[src/rtl/regfile_wb_arbiter.sv]
// Purpose: shares the register file write port among NREQ writeback units and keeps a WAW busy scoreboard.
// Latency: a grant in cycle N drives rf_we_o in N+1, and the busy bit drops in N+2. Build option REGFILE_WB_FIXED_PRIO_EN selects fixed priority.
// Backpressure: the output stage always accepts, so every cycle with a valid request grants exactly one requester. Issue stalls on a WAW hazard.
module regfile_wb_arbiter #(
   parameter int XLEN = 32,
   parameter int NREQ = 3
) (
   input  logic                   clk_i,
   input  logic                   rst_ni,
   input  logic                   iss_valid_i,
   input  logic [4:0]             iss_rd_i,
   output logic                   iss_ready_o,
   output logic [31:0]            busy_o,
   input  logic [NREQ-1:0]        wb_valid_i,
   output logic [NREQ-1:0]        wb_ready_o,
   input  logic [5*NREQ-1:0]      wb_rd_i,
   input  logic [XLEN*NREQ-1:0]   wb_data_i,
   output logic                   rf_we_o,
   output logic [4:0]             rf_waddr_o,
   output logic [XLEN-1:0]        rf_wdata_o,
   output logic                   stray_wb_o
);

   localparam int RRW = (NREQ > 1) ? $clog2(NREQ) : 1;

   logic [31:0]      busy_q, busy_d;
   logic             rf_we_q;
   logic [4:0]       rf_waddr_q;
   logic [XLEN-1:0]  rf_wdata_q;
   logic             stray_q;

   logic [NREQ-1:0]  gnt;
   logic             gnt_any;
   logic [RRW-1:0]   win;
   logic [4:0]       sel_rd;
   logic [XLEN-1:0]  sel_data;
   logic             iss_fire;
   logic             stray_d;

   // x0 never hazards, so issue is always allowed for rd == 0
   assign iss_ready_o = (iss_rd_i == 5'd0) || !busy_q[iss_rd_i];
   assign iss_fire    = iss_valid_i && iss_ready_o;

`ifdef REGFILE_WB_FIXED_PRIO_EN
   // Fixed priority: the lowest valid index wins
   always_comb begin
      gnt     = '0;
      gnt_any = 1'b0;
      win     = '0;
      for (int k = 0; k < NREQ; k++) begin
         if (!gnt_any && wb_valid_i[k]) begin
            gnt_any = 1'b1;
            gnt[k]  = 1'b1;
            win     = RRW'(k);
         end
      end
   end
`else
   logic [RRW-1:0] rr_q;
   int             scan_idx;

   // Round-robin: scan from rr_q upward, wrapping modulo NREQ
   always_comb begin
      gnt      = '0;
      gnt_any  = 1'b0;
      win      = '0;
      scan_idx = 0;
      for (int k = 0; k < NREQ; k++) begin
         scan_idx = int'(rr_q) + k;
         if (scan_idx >= NREQ) scan_idx = scan_idx - NREQ;
         if (!gnt_any && wb_valid_i[scan_idx]) begin
            gnt_any       = 1'b1;
            gnt[scan_idx] = 1'b1;
            win           = RRW'(scan_idx);
         end
      end
   end

   // After a grant, the requester following the winner gets first claim next time
   always_ff @(posedge clk_i or negedge rst_ni) begin
      if (!rst_ni) begin
         rr_q <= '0;
      end else if (gnt_any) begin
         rr_q <= (win == RRW'(NREQ - 1)) ? '0 : win + 1'b1;
      end
   end
`endif

   assign wb_ready_o = gnt;
   assign sel_rd     = wb_rd_i[int'(win)*5 +: 5];
   assign sel_data   = wb_data_i[int'(win)*XLEN +: XLEN];
   // A write to a register nobody is waiting on points at a pipeline bookkeeping bug upstream
   assign stray_d    = gnt_any && (sel_rd != 5'd0) && !busy_q[sel_rd];

   // Scoreboard next state: the retiring write clears first, then the issue sets, so a set wins on a collision
   always_comb begin
      busy_d = busy_q;
      if (rf_we_q) busy_d[rf_waddr_q] = 1'b0;
      if (iss_fire && (iss_rd_i != 5'd0)) busy_d[iss_rd_i] = 1'b1;
      busy_d[0] = 1'b0;
   end

   // Scoreboard register
   always_ff @(posedge clk_i or negedge rst_ni) begin
      if (!rst_ni) begin
         busy_q <= '0;
      end else begin
         busy_q <= busy_d;
      end
   end

   // Registered write stage: address and data hold when idle, and an x0 grant is consumed without a write
   always_ff @(posedge clk_i or negedge rst_ni) begin
      if (!rst_ni) begin
         rf_we_q    <= 1'b0;
         rf_waddr_q <= '0;
         rf_wdata_q <= '0;
         stray_q    <= 1'b0;
      end else begin
         stray_q <= stray_d;
         if (gnt_any) begin
            rf_we_q    <= (sel_rd != 5'd0);
            rf_waddr_q <= sel_rd;
            rf_wdata_q <= sel_data;
         end else begin
            rf_we_q    <= 1'b0;
         end
      end
   end

   assign busy_o     = busy_q;
   assign rf_we_o    = rf_we_q;
   assign rf_waddr_o = rf_waddr_q;
   assign rf_wdata_o = rf_wdata_q;
   assign stray_wb_o = stray_q;

endmodule

[config.mk]
export PLATFORM = sky130hd
export DESIGN_NAME = regfile_wb_arbiter
export DESIGN_NICKNAME = d
export VERILOG_FILES = /design/src/rtl/regfile_wb_arbiter.sv
export SDC_FILE = /design/constraint.sdc
export NUM_CORES = 1
export LEC_CHECK = 0
export CAP_MARGIN = 0
export CORE_ASPECT_RATIO = 1.75
export CORE_MARGIN = 2
export CORE_UTILIZATION = 30
export CTS_BUF_LIST = sky130_fd_sc_hd__clkbuf_8
export DETAILED_ROUTE_END_ITERATION = 7
export PLACE_DENSITY_LB_ADDON = 0.25
export SLEW_MARGIN = 10
export SYNTH_ARGS = -nofsm -noshare
export SYNTH_HDL_FRONTEND = slang
export SYNTH_SLANG_ARGS = --single-unit
[constraint.sdc]
create_clock -name clk_i -period 4.06 [get_ports clk_i]
set_input_delay 0.812 -clock clk_i [delete_from_list [all_inputs] [get_ports clk_i]]
set_output_delay 0.812 -clock clk_i [all_outputs]
set_load 0.02 [all_outputs]
==> results.yml <==
critical_path:
  ff2ff_path_depth: 13
  crit_start: "wb_valid_i[1]"
  cp_slowest_cell: "clkdlybuf4s50_1"
  r2r_slack_ns: 0.71
  critPathLaunchType: "input pin"
  crit_path_max_incr_delay_ns: 0.61
  crit_required_ns: 3.25
  cp.arrival_ns: 2.99
  reg2reg_from: "rr_q[0]"
  worst_setup_path_end_kind: "primary output"
  crit_fanout: 7
  path_buf_inv: 2
  crit_top_cell: "clkdlybuf4s50_1"
  r2r-end: "stray_wb_o"
  crit_type: "input pin to primary output"
  critPathTopFamily: "buffers and inverters"
  cp_cell_sequence: "clkdlybuf4s50_1 -> mux2i_1 -> o21ai_0 -> o32ai_1 -> clkdlybuf4s50_1"
flow_run:
  cap_violations: 0
synthesis:
  synth_area_mm2: 0.00447
  yosys_most_used_dff: "dfrtp_1"
  async_flop_share_pct: 100
  syn_nets: 628
  seq_area_frac_synth_pct: 40.3
  synth-edff-count: 0
  synthSimpleGateAreaFrac_pct: 14.4
  yosysWarnings: 0
  synth_xor_area_share_pct: 0
  synth-compound-area-share_pct: 23.2
  synthAdderAreaFrac_pct: 1.12
  synth_cells: 502
  synth_mux_area_share_pct: 16.9
  syn_avg_cell_area_um2: 8.90
  synth.distinct_cells: 55
  synth_seq_cells: 72
  synth_top_family_by_area: "compound AO/OA/AOI/OAI gates"
power_and_ir_drop:
  irDropWorstVdd_mv: 0.443
  power_density_mw_per_mm2: 903
  combPwrFrac_pct: 65.6
  power_mw: 6.17
  p_int_mw: 3.24
  clkPwrFrac_pct: 9.5
  seq_power_share_pct: 24.9
  swShare_pct: 47.5
  p_sw_mw: 2.93
  p_leak_nw: 2.78
timing:
  finClkSkew_ns: 0.0161
  hold_viol_final: 0
  period_needed_ns: 3.80
  rsz0062_at_grt: "false"
  drv_slew: 0
  fin_crit_sh_pct: 93.7
  worst_slew_pin_slew_ns: 0.708
  worst_hold_slack_ns: 0.487
  slew_headroom_pct: 52.8
  totalNegativeSetupSlack_ns: 0
  timing.fmax_mhz: 263
  setup_viol_count_final: 0
final_layout:
  finalNonFillerCells: 873
  drive_gt1_share_pct: 7.83
  syn_to_final_growth_pct: 53.0
  final_nets: 811
  diodes: 0
global_routing:
  grt_pass1_wl_um: 24800
  grt-ovfl-total: 0
  grt_usage_pct: 20.6
  grt_pass1_vias: 4726
  grt_start_max_net_pins: 76
  grt_antenna_before_repair: 0
route:
  ant_nets: 0
  wl_per_cell_um: 18.9
  post-route-drc-count: 0
  drtIter0Drc: 188
  first_pass_iters: 5
  routed_wl_um: 16500
  via_per_inst: 5.27
  num_vias: 4600
clock_tree:
  postCtsHoldBufs: 0
  cts_tree: "yes"
  cts_buffers: 9
  post-cts-setup-buffer-count: 0
  cts.clk_slew.worst_paths_ns: 0.08
  cts_htree_levels: 3
  cts_buffer_depth: 2
  cts_root_buf: "clkbuf_8"
  cts.sinks: 72
  clock_latency_ns: 0.35
floorplan:
  num_rows: 59
  die_height_um: 165
  start_util_pct: 30.4
  ioPinCount: 197
  core_mm2: 0.0147
  die-area_mm2: 0.0159
  die_x_um: 96.3
placement:
  gp_congestion: 0.948
  dp_hpwl_um: 12900
  dp.cells: 857
  portBuffers: 195
worst_hold_path:
  min_from: "rf_wdata_o[5]"
  holdPathEnd: "rf_wdata_o[5]"
  min_path_cells: 2
  hold_path.class: "flip-flop to flip-flop"
status:
  outcome: "completed"
==> power by group through the flow <==
stage	Clock, mW	Combinational [mW]	Sequential, mW
after floorplan	0	2.17	1.80
after global placement	0	4.01	1.55
after detailed placement	0	4.08	1.55
after CTS	0.611	4.09	1.54
after global routing	0.649	4.46	1.58
final	0.587	4.05	1.54
==> tightest hold or removal path: cells and delay by family (launching register included) <==
family             cells  cell delay, ns
and+or+nand+nor        1            0.04
AOI/OAI and AO/OA      1            0.06
DFF                    1            0.35
==> registers in the layout (all words and copies together), names as in the netlist <==
signal	flops
rf_we_o	1
rf_wdata_o	32
busy_o	31
stray_wb_o	1
rr_q	2
rf_waddr_o	5
==> synth_stat cells, types with 2 or more instances <==
master    count  area [µm²]
inv_1         6        22.5
nand3_1       7        35.0
o21ai_1       7        35.0
nand2b_1      7        43.8
mux2_2        4        45.0
dfrtp_1      72        1800
mux2i_1      54         541
clkbuf_1     18        67.6
nor2_1       12        45.0
nor2b_1       4        25.0
nand4_1       2        12.5
nand2_1      89         334
nand3b_1      9        67.6
o22ai_1       2        12.5
a31oi_1       6        37.5
a21oi_2       2        17.5
or3b_2        3        26.3
nor3_1        2        10.0
a211oi_1      2        15.0
o21ai_0     125         626
buf_1         3        11.3
a21o_1        3        22.5
buf_2        11        55.1
or2_0         2        12.5
ha_1          4        50.1
mux4_2        7         158
a21oi_1      11        55.1
==> per-layer routing <==
metal  routed length, µm  track usage [%]
met2                8590             38.1
met1                5810             21.2
met3                1450             4.81
met4                 605             9.35
met5                   0                0
==> layout by cell type, fill, tap and decap left out, types with 2 or more instances in the layout <==
| cell | netlist | layout |
|---|---|---|
| nand3b_1 | 9 | 9 |
| nand4_1 | 2 | 2 |
| o22ai_1 | 2 | 2 |
| a21oi_2 | 2 | 2 |
| inv_1 | 6 | 6 |
| buf_12 | 0 | 4 |
| buf_4 | 1 | 7 |
| a211oi_1 | 2 | 2 |
| nand2b_1 | 7 | 7 |
| nand3_1 | 7 | 7 |
| dfrtp_1 | 72 | 72 |
| mux2i_1 | 54 | 54 |
| nand2_1 | 89 | 89 |
| o21ai_0 | 125 | 125 |
| or3b_2 | 3 | 3 |
| a21o_1 | 3 | 3 |
| clkbuf_8 | 0 | 10 |
| nor2b_1 | 4 | 4 |
| clkinv_2 | 0 | 2 |
| clkdlybuf4s50_1 | 0 | 193 |
| o21ai_1 | 7 | 7 |
| a31oi_1 | 6 | 6 |
| or2_0 | 2 | 2 |
| ha_1 | 4 | 4 |
| mux2_2 | 4 | 4 |
| nor3_1 | 2 | 2 |
| nor2_1 | 12 | 12 |
| clkinv_4 | 0 | 2 |
| mux4_2 | 7 | 7 |
| a21oi_1 | 11 | 11 |
==> repair_timing <==
item                       4_1_cts  5_1_grt
hold endpoints to repair         0        0
resized for setup                0        1
setup endpoints to repair        0        1
==> how the worst max path moves through the flow <==
stage / cells past startpoint / slack [ns] / end
2_1_floorplan: 8 / 0.93 / busy_o[20]
3_3_place_gp: 7 / 0.11 / iss_ready_o
3_5_place_dp: 7 / 0.09 / iss_ready_o
4_1_cts: 7 / 0.08 / iss_ready_o
5_1_grt: 6 / 0.08 / wb_ready_o[2]
6_report: 5 / 0.26 / wb_ready_o[1]
==> layout make-up <==
cell class              instances  area [µm²]
well taps                     183         229
flip-flops and latches         72        1800
multi-input cells             390        2500
clock inverters                 6        66.3
clock buffers                  10         138
fillers                      1445        7850
repair buffers                206        2080
inverters                       6        22.5
==> logic make-up after synthesis <==
logic type                 count (synthesis)
AOI/OAI and AO/OA                        178
adders and majority gates                  4
buffers and inverters                     40
DFF                                       72
muxes                                     66
other                                      1
and+or+nand+nor                          141
==> through the flow <==
| stage | utilization, % | setup slack (ns) | instance area [µm²] |
|---|---|---|---|
| floorplan | - | 0.932 | 4470 |
| global placement | 45.1 | 0.108 | 6630 |
| detailed placement | 45.1 | 0.0902 | 6630 |
| CTS | 46.5 | 0.0806 | 6830 |
| global route | 46.5 | 0.0765 | 6840 |
| finish | 46.5 | 0.256 | 6840 |
Power figures use the tool's default switching activity.
